$ cat config.mk
export PLATFORM = sky130hd
export DESIGN_NAME = mine_placer
export DESIGN_NICKNAME = d
export VERILOG_FILES = /design/src/rtl/mine_placer.sv
export SDC_FILE = /design/constraint.sdc
export NUM_CORES = 1
export LEC_CHECK = 0
export BUFFER_PORTS_ARGS = -buffer_cell sky130_fd_sc_hd__clkbuf_2
export CAP_MARGIN = 20
export CORE_MARGIN = 10
export CORE_UTILIZATION = 50
export DETAILED_ROUTE_END_ITERATION = 6
export PLACE_DENSITY = 0.66
export SLEW_MARGIN = 15
export SYNTH_ARGS = -nofsm -noshare
export SYNTH_HDL_FRONTEND = slang
export SYNTH_SLANG_ARGS = --single-unit
$ cat constraint.sdc
create_clock -name clk -period 10.1 [get_ports clk]
set_clock_uncertainty 0.2 [all_clocks]
set_input_delay 0 -clock clk [delete_from_list [all_inputs] [get_ports clk]]
set_output_delay 0 -clock clk [all_outputs]
set_load 0.01 [all_outputs]
$ cat src/rtl/mine_placer.sv
// Mine placer: an LFSR rejection sampler that writes distinct mine cells to a board store, never on the first click.
// Define MINE_SAFE_ZONE_EN to exclude the clipped 3x3 block around the click instead of the single cell.

module mine_placer #(
  parameter int LFSR_WIDTH = 16,
  parameter int COORD_W    = 4
) (
  input  logic                  clk,
  input  logic                  rst_n,
  input  logic                  start,
  input  logic [LFSR_WIDTH-1:0] seed,
  input  logic [COORD_W:0]      board_size,
  input  logic [2*COORD_W:0]    mine_count,
  input  logic [COORD_W-1:0]    safe_x,
  input  logic [COORD_W-1:0]    safe_y,
  output logic                  mine_valid,
  input  logic                  mine_ready,
  output logic [COORD_W-1:0]    mine_x,
  output logic [COORD_W-1:0]    mine_y,
  output logic                  busy,
  output logic                  done
);
  localparam int CW2   = 2*COORD_W;
  localparam int CELLS = 1 << CW2;

  function automatic logic [63:0] tap(input int t);
    return 64'd1 << (t-1);
  endfunction

  // XAPP052 maximal-length tap sets, bit t-1 set for each tap t
  function automatic logic [63:0] tap_mask(input int w);
    logic [63:0] m;
    case (w)
      8:  m = tap(8)|tap(6)|tap(5)|tap(4);     9:  m = tap(9)|tap(5);
      10: m = tap(10)|tap(7);                  11: m = tap(11)|tap(9);
      12: m = tap(12)|tap(6)|tap(4)|tap(1);    13: m = tap(13)|tap(4)|tap(3)|tap(1);
      14: m = tap(14)|tap(5)|tap(3)|tap(1);    15: m = tap(15)|tap(14);
      16: m = tap(16)|tap(15)|tap(13)|tap(4);  17: m = tap(17)|tap(14);
      18: m = tap(18)|tap(11);                 19: m = tap(19)|tap(6)|tap(2)|tap(1);
      20: m = tap(20)|tap(17);                 21: m = tap(21)|tap(19);
      22: m = tap(22)|tap(21);                 23: m = tap(23)|tap(18);
      24: m = tap(24)|tap(23)|tap(22)|tap(17); 25: m = tap(25)|tap(22);
      26: m = tap(26)|tap(6)|tap(2)|tap(1);    27: m = tap(27)|tap(5)|tap(2)|tap(1);
      28: m = tap(28)|tap(25);                 29: m = tap(29)|tap(27);
      30: m = tap(30)|tap(6)|tap(4)|tap(1);    31: m = tap(31)|tap(28);
      32: m = tap(32)|tap(22)|tap(2)|tap(1);   33: m = tap(33)|tap(20);
      34: m = tap(34)|tap(27)|tap(2)|tap(1);   35: m = tap(35)|tap(33);
      36: m = tap(36)|tap(25);
      37: m = tap(37)|tap(5)|tap(4)|tap(3)|tap(2)|tap(1);
      38: m = tap(38)|tap(6)|tap(5)|tap(1);    39: m = tap(39)|tap(35);
      40: m = tap(40)|tap(38)|tap(21)|tap(19); 41: m = tap(41)|tap(38);
      42: m = tap(42)|tap(41)|tap(20)|tap(19); 43: m = tap(43)|tap(42)|tap(38)|tap(37);
      44: m = tap(44)|tap(43)|tap(18)|tap(17); 45: m = tap(45)|tap(44)|tap(42)|tap(41);
      46: m = tap(46)|tap(45)|tap(26)|tap(25); 47: m = tap(47)|tap(42);
      48: m = tap(48)|tap(47)|tap(21)|tap(20); 49: m = tap(49)|tap(40);
      50: m = tap(50)|tap(49)|tap(24)|tap(23); 51: m = tap(51)|tap(50)|tap(36)|tap(35);
      52: m = tap(52)|tap(49);                 53: m = tap(53)|tap(52)|tap(38)|tap(37);
      54: m = tap(54)|tap(53)|tap(18)|tap(17); 55: m = tap(55)|tap(31);
      56: m = tap(56)|tap(55)|tap(35)|tap(34); 57: m = tap(57)|tap(50);
      58: m = tap(58)|tap(39);                 59: m = tap(59)|tap(58)|tap(38)|tap(37);
      60: m = tap(60)|tap(59);                 61: m = tap(61)|tap(60)|tap(46)|tap(45);
      62: m = tap(62)|tap(61)|tap(6)|tap(5);   63: m = tap(63)|tap(62);
      default: m = tap(64)|tap(63)|tap(61)|tap(60);
    endcase
    return m;
  endfunction

  localparam logic [LFSR_WIDTH-1:0] TAPS = LFSR_WIDTH'(tap_mask(LFSR_WIDTH));

`ifdef MINE_SAFE_ZONE_EN
  // Number of board columns (or rows) within +-1 of c, clipped to [0, n-1]
  function automatic logic [1:0] span(input logic [COORD_W-1:0] c, input logic [COORD_W:0] n);
    int lo, hi;
    lo = (c == '0) ? 0 : int'(c) - 1;
    hi = int'(c) + 1;
    if (hi > int'(n) - 1) hi = int'(n) - 1;
    return (hi < lo) ? 2'd0 : 2'(hi - lo + 1);
  endfunction

  function automatic logic near(input logic [COORD_W-1:0] c, input logic [COORD_W-1:0] s);
    logic [COORD_W:0] a, b;
    a = {1'b0, c};
    b = {1'b0, s};
    return (a == b) || (a + 1'b1 == b) || (a == b + 1'b1);
  endfunction
`endif

  typedef enum logic [2:0] {IDLE, SEED, RUN, WRITE, DONE} state_t;

  state_t                state_q, state_d;
  logic [LFSR_WIDTH-1:0] lfsr_q, seed_q, lfsr_step;
  logic [COORD_W:0]      n_q;
  logic [CW2:0]          mc_q, placed_q, target_q;
  logic [COORD_W-1:0]    sx_q, sy_q, mx_q, my_q, cx, cy;
  logic [CELLS-1:0]      bitmap_q;
  logic [CW2+1:0]        nn;
  logic [CW2:0]          zone, avail, tgt;
  logic                  excl, cand_ok, last;

  assign lfsr_step = (lfsr_q >> 1) ^ (lfsr_q[0] ? TAPS : '0);
  assign cx        = lfsr_q[COORD_W-1:0];
  assign cy        = lfsr_q[CW2-1:COORD_W];
  assign nn        = (CW2+2)'(n_q) * (CW2+2)'(n_q);

`ifdef MINE_SAFE_ZONE_EN
  assign zone = (CW2+1)'(span(sx_q, n_q)) * (CW2+1)'(span(sy_q, n_q));
  assign excl = near(cx, sx_q) && near(cy, sy_q);
`else
  assign zone = (CW2+1)'(1);
  assign excl = (cx == sx_q) && (cy == sy_q);
`endif

  // Clamp at zero so an empty board never wraps into a huge target
  assign avail   = (nn > (CW2+2)'(zone)) ? (CW2+1)'(nn - (CW2+2)'(zone)) : '0;
  assign tgt     = (mc_q < avail) ? mc_q : avail;
  assign cand_ok = ({1'b0, cx} < n_q) && ({1'b0, cy} < n_q) && !bitmap_q[{cy, cx}] && !excl;
  assign last    = (placed_q + (CW2+1)'(1)) == target_q;

  always_comb begin
    state_d = state_q;
    case (state_q)
      IDLE:    if (start) state_d = SEED;
      SEED:    state_d = ((tgt == '0) || (n_q == '0)) ? DONE : RUN;
      RUN:     if (cand_ok) state_d = WRITE;
      WRITE:   if (mine_ready) state_d = last ? DONE : RUN;
      DONE:    state_d = IDLE;
      default: state_d = IDLE;
    endcase
  end

  always_ff @(posedge clk or negedge rst_n) begin
    if (!rst_n) begin
      state_q  <= IDLE;
      lfsr_q   <= LFSR_WIDTH'(1);
      seed_q   <= '0;
      n_q      <= '0;
      mc_q     <= '0;
      sx_q     <= '0;
      sy_q     <= '0;
      mx_q     <= '0;
      my_q     <= '0;
      placed_q <= '0;
      target_q <= '0;
      bitmap_q <= '0;
    end else begin
      state_q <= state_d;
      case (state_q)
        IDLE: if (start) begin
          seed_q   <= seed;
          n_q      <= board_size;
          mc_q     <= mine_count;
          sx_q     <= safe_x;
          sy_q     <= safe_y;
          bitmap_q <= '0;
          placed_q <= '0;
        end
        SEED: begin
          lfsr_q   <= (seed_q == '0) ? LFSR_WIDTH'(1) : seed_q;
          target_q <= tgt;
        end
        RUN: begin
          lfsr_q <= lfsr_step;
          if (cand_ok) begin
            mx_q <= cx;
            my_q <= cy;
          end
        end
        WRITE: if (mine_ready) begin
          bitmap_q[{my_q, mx_q}] <= 1'b1;
          placed_q               <= placed_q + (CW2+1)'(1);
        end
        default: ;
      endcase
    end
  end

  assign mine_valid = (state_q == WRITE);
  assign busy       = (state_q != IDLE);
  assign done       = (state_q == DONE);
  assign mine_x     = mx_q;
  assign mine_y     = my_q;

endmodule

# [Yosys cells after proc, flatten, opt, wreduce, memory -nomap -nowiden]
# Index checks and enable logic that the tools add are counted.
[op_classes] addsub=2 n_mul=1 n_lt_le_gt_ge=7 n_eq_ne=10 n_mux=21 bitwise_logic=2 reduce_logical=19
[op_table] operator="256-bit two-way mux" count=2
[op_table] operator="256-bit case mux with 2 select lines" count=1
[op_table] operator="256-bit OR" count=1
[op_table] operator="9-bit two-way mux" count=4
[op_table] operator="16-bit two-way mux" count=2
[op_table] operator="16-bit case mux with 2 select lines" count=1
[op_table] operator="8-bit by 9-bit less-than comparator with 1-bit output (second input constant)" count=2
[op_table] operator="9-bit case mux with 2 select lines" count=1
[op_table] operator="16-bit logical NOT" count=1
[op_table] operator="15-bit by 16-bit XOR with 16-bit output" count=1
[op_table] operator="3-bit two-way mux" count=5
[op_table] operator="3-bit case mux with 4 select lines" count=1
[op_table] operator="10-bit by 1-bit > comparator with 1-bit output (second input constant)" count=1
[op_table] operator="4-bit by 5-bit less-than comparator with 1-bit output" count=2
[op_table] operator="5-bit by 5-bit multiplier with 10-bit output" count=1
[op_table] operator="9-bit by 1-bit adder with 9-bit output (second input constant)" count=1
[op_table] operator="9-bit == test" count=1
[op_table] operator="9-bit logical NOT" count=1
[op_table] operator="9-bit less-than comparator" count=1
[op_table] operator="9-bit by 1-bit subtractor with 9-bit output (second input constant)" count=1
[op_table] operator="1-bit binary-select mux with 8-bit select" count=1
[op_table] operator="1-bit demux with 8-bit select" count=1
[op_table] operator="4-bit == test" count=2
[op_table] operator="8-bit by 1-bit >= comparator with 1-bit output (second input constant)" count=1
[op_table] operator="15 further kinds" count=26
[totals] regBits=339 inputBits=42 output_inout_bits=11 wordCells=74

# [Longest topological paths before layout]
[depth] ltp_word=9 depth_mapped=25 mapped_depth_nobuf=24

# [Worst setup path after synthesis]
# No wires, ideal clock.
[synth_path] path_type="flip-flop to flip-flop" from="reg n_q[0]" to="reg target_q[3]" setup_time_ns=0.125 arrival_ns=5.899 required_ns=9.775 path_slack_ns=3.876 path_stages_with_launch=24 path_buffers=2 period_less_slack_ns=6.224 path_cell_list="dfrtp_1 clkbuf_1 nand2_1 fa_1 fa_1 inv_1 ha_1 a31o_2 ha_1 inv_1 a21oi_1 o21ai_0 nor3b_1 o2111ai_1 clkbuf_1 nand2_1 ha_1 a211oi_1 o211ai_1 a211oi_1 inv_1 a21oi_1 o21ai_0 mux2_2"
[synth_between] elab_chain_len=5 elab_cells_between_ends=6 cone_classes="add/sub: 1; mul: 1; order compare: 2; mux: 2"
[synth_lines] element="start: declaration" line_no="92" source="logic [COORD_W:0] n_q;"
[synth_lines] element="start signal: assignment" line_no="150" source="n_q <= board_size;"
[synth_lines] element="5-bit by 5-bit multiplier with 10-bit output (*)" line_no="103" source="assign nn = (CW2+2)'(n_q) * (CW2+2)'(n_q);"
[synth_lines] element="9-bit by 1-bit subtractor with 9-bit output / 10-bit by 1-bit > comparator with 1-bit output (equally long branches)" line_no="114" source="assign avail = (nn > (CW2+2)'(zone)) ? (CW2+1)'(nn - (CW2+2)'(zone)) : '0;"
[synth_lines] element="9-bit two-way mux (*)" line_no="114"
[synth_lines] element="9-bit less-than comparator" line_no="115" source="assign tgt = (mc_q < avail) ? mc_q : avail;"
[synth_lines] element="9-bit two-way mux (*)" line_no="115"
[synth_lines] element="end signal: assignment" line_no="159" source="target_q <= tgt;"
[synth_lines] element="end: declaration" line_no="93" source="logic [CW2:0] mc_q, placed_q, target_q;"
# Mark *: on every way between the ends. The rest lies on a longest branch, timed or not.
# A chain may end at the register's enable or synchronous reset.

# [Final worst setup path]
# Same ends and word-level chain as after synthesis.

==> results.sh <==
export IMPL_status="completed"
export IMPL_hpwl_um=26220
export IMPL_cts_buffers=38
export IMPL_period_share_pct=68.82
export IMPL_dieArea_um2=40340
export IMPL_vias=12540
export IMPL_start_util_pct=50.52
export IMPL_ctsHtreeMaxLevel=2
export IMPL_maxCapViolCount=0
export IMPL_power_leakage_nw=8.923
export IMPL_hp_start="safe_x[0]"
export IMPL_fmax_mhz=143.9
export IMPL_gp_congestion=0.8543
export IMPL_maxSlewHeadroom_pct=21.90
export IMPL_worst_pin_slew_ns=1.171
export IMPL_grtUsageTotal_pct=21.58
export IMPL_power_density_nw_per_um2=299.1
export IMPL_r2r_slack_ns=3.15
export IMPL_area_growth_pct=15.68
export IMPL_finalHoldViolCount=0
export IMPL_synth_seq_cells=339
export IMPL_rsz0062_at_grt="false"
export IMPL_setup_tns_ns=0
export IMPL_async_flop_share_pct=100.0
export IMPL_cp_slowest_cell="a211oi_1"
export IMPL_cts_setup_buffers=0
export IMPL_ir_drop_uv=143.7
export IMPL_grt_use_met1_pct=31.31
export IMPL_synth_ff_type="dfrtp_1"
export IMPL_min_period_ns=6.951
export IMPL_required_ns=10.31
export IMPL_grt_met3_usage_pct=3.453
export IMPL_whs_path_depth=3
export IMPL_grt_overflow_total=0
export IMPL_wl_per_cell_um=20.63
export IMPL_critPathMaxFanout=14
export IMPL_cp_top_family="compound AO/OA/AOI/OAI gates"
export IMPL_wirelength_um=43810
export IMPL_die_height_um=200.9
export IMPL_cts_resized=0
export IMPL_fin_nets=1721
export IMPL_num_antenna_cells=0
export IMPL_reg2reg_to="target_q[3]$_DFFE_PN0N_"
export IMPL_io_buffers=52
export IMPL_path_clk_slew_ns=0.06
export IMPL_drc_errors=0
export IMPL_core_area_um2=32370
export IMPL_hold_path_endpoint="sx_q[0]$_DFFE_PN0P_"
export IMPL_syn_nets=1665
export IMPL_synth_cells=1595
export IMPL_clock_path_buffers=3
export IMPL_cts_root_buf="clkbuf_16"
export IMPL_cts_num_sinks=339
export IMPL_grt_pass1_wl_um=70980
export IMPL_crit_chain="nand2_1, fa_1, fa_1, inv_1, ha_1, a31o_2, ha_1, inv_1, a21oi_1, o21ai_0, nor3b_1, o2111ai_1, buf_4, o21ai_0, ha_1, a211oi_1, o211ai_1, a211oi_1, inv_1, a21oi_1, o21ai_0, mux2_2"
export IMPL_critical_path_class="reg -> reg"
export IMPL_dr_first_iter_drc_count=1263
export IMPL_grt_pass1_vias=12420
export IMPL_yosysSeqAreaShare_pct=51.88
export IMPL_synth_area_per_cell_um2=10.25
export IMPL_ant_nets=0
export IMPL_row_count=66
export IMPL_cts_hold_buf=55
export IMPL_ys_types=63
export IMPL_grt_max_degree=182
export IMPL_setup_worst_path_start_class="register"
export IMPL_worstReg2RegStart="n_q[0]$_DFFE_PN0P_"
export IMPL_clk_latency_ns=0.55
export IMPL_r2r_cells=22
export IMPL_setup_viol=0
export IMPL_antenna_found_initial=0
export IMPL_fin_util_pct=58.45
export IMPL_drive_above_1_share_pct=15.88
export IMPL_cpPeakStageDelay_ns=0.71
export IMPL_grt_most_used_layer="met2"
export IMPL_pin_count=53
export IMPL_cp_arrival_ns=7.16
export IMPL_die_w_um=200.9
export IMPL_endpoint_kind="register"
export IMPL_yosys_warnings=0
export IMPL_synth_area_um2=16350
export IMPL_hold_path_class="in -> reg"
export IMPL_slew_viol_final=0
export IMPL_synth_edf_count=0
export IMPL_grt_util_met2_pct=32.83
export IMPL_path_buf_inv=4
export IMPL_viasPerCell=5.907
export IMPL_dr_pass1_iters=6
export IMPL_tritoncts="built"
[registers in the layout, indices dropped and copies added, names as in the netlist]
name / flops
lfsr_q: 16
state_q: 3
placed_q: 9
mc_q: 9
sx_q: 4
bitmap_q: 256
sy_q: 4
target_q: 9
mine_y: 4
seed_q: 16
n_q: 5
mine_x: 4
[cells in the final DEF (no fill, tap or decap), types with 34 or more instances in the layout]
cell type,count
dfrtp_1,337
nor2_1,323
a21oi_1,278
nand2_1,73
mux4_2,62
dlygate4sd3_1,54
clkbuf_2,51
clkbuf_16,38
o21ai_0,34
mux2_2,34
[kinds of logic (layout without fill, tap and decap cells)]
logic type               after synthesis  count (layout)  share of synthesized area, %
AO/OA/AOI/OAI                        405             405                         14.01
XOR/XNOR                              31              31                         1.660
adder cells (fa/ha/maj)               28              28                         2.280
buffers and inverters                146             232                         3.642
flip-flops                           339             339                         51.88
multiplexers                         121             121                         12.60
AND/OR/NAND/NOR                      525             525                         13.93
[worst max-delay path by stage]
stage                             from                       to  slack, ns  cells past startpoint
finish              n_q[0]$_DFFE_PN0P_  target_q[3]$_DFFE_PN0N_       3.15                     22
global route        n_q[0]$_DFFE_PN0P_  target_q[3]$_DFFE_PN0N_       2.62                     20
CTS                 n_q[0]$_DFFE_PN0P_  target_q[3]$_DFFE_PN0N_       3.20                     22
detailed placement  n_q[0]$_DFFE_PN0P_  target_q[3]$_DFFE_PN0N_       3.25                     22
global placement    n_q[0]$_DFFE_PN0P_  target_q[3]$_DFFE_PN0N_       2.84                     21
floorplan           n_q[0]$_DFFE_PN0P_  target_q[3]$_DFFE_PN0N_       3.88                     23
[power by group]
group	leakage, nW	total (W)	internal (W)	switching [W]
Combinational	3.69	0.00227	0.000912	0.00136
Sequential	4.58	0.00195	0.00162	0.000327
Clock	0.655	0.00144	0.000867	0.000570
Total	8.92	0.00566	0.00340	0.00226
[tightest hold or removal path, stage by stage]
cell and delay [ns]:
dlygate4sd3_1 0.52, clkbuf_2 0.09, mux2_2 0.13
[layer usage]
layer | up-vias | wire, µm
li1 | 5742 | -
met3 | 72 | 3091
met5 | - | 0
met2 | 426 | 20000
met1 | 6301 | 19580
met4 | 0 | 1134
[final cells by class]
class / instances / area (µm²)
clock buffer: 58 / 1146
clock inverter: 12 / 182.7
fill: 2745 / 13450
inverter: 26 / 97.59
multi-input combinational: 1110 / 7376
sequential: 339 / 8492
tap: 442 / 553.0
timing repair buffer: 136 / 1072
[cell usage after synthesis, types with 12 or more instances]
master / count / area share, %
ha_1: 25 / 1.9
clkbuf_1: 94 / 2.2
dfrtp_1: 338 / 52
a21oi_1: 278 / 8.5
nor3_1: 32 / 0.98
nor2_1: 324 / 7.4
mux2i_1: 18 / 1.1
nor4_1: 12 / 0.46
xnor2_1: 12 / 0.64
nand2b_1: 15 / 0.57
and3_1: 13 / 0.50
mux4_2: 62 / 8.5
inv_1: 26 / 0.60
o21ai_0: 34 / 1.0
nand3_1: 16 / 0.49
a22oi_1: 16 / 0.73
mux2_2: 34 / 2.3
xor2_1: 19 / 1.0
nand2_1: 73 / 1.7
[stage by stage]
step	instance area, µm²	cells	total power [W]	setup WS (ns)	hold WS, ns
3_5_place_dp	16990	1994	0.004161	3.246	-0.1565
2_1_floorplan	16350	1595	0.003528	3.876	-0.4956
6_report	18920	2123	0.005659	3.149	0.04540
3_3_place_gp	16980	1993	0.004130	2.836	-0.1541
4_1_cts	18890	2119	0.005671	3.200	0.03549
5_1_grt	18920	2123	0.006038	2.617	0.05693
(Power assumes the default switching activity.)
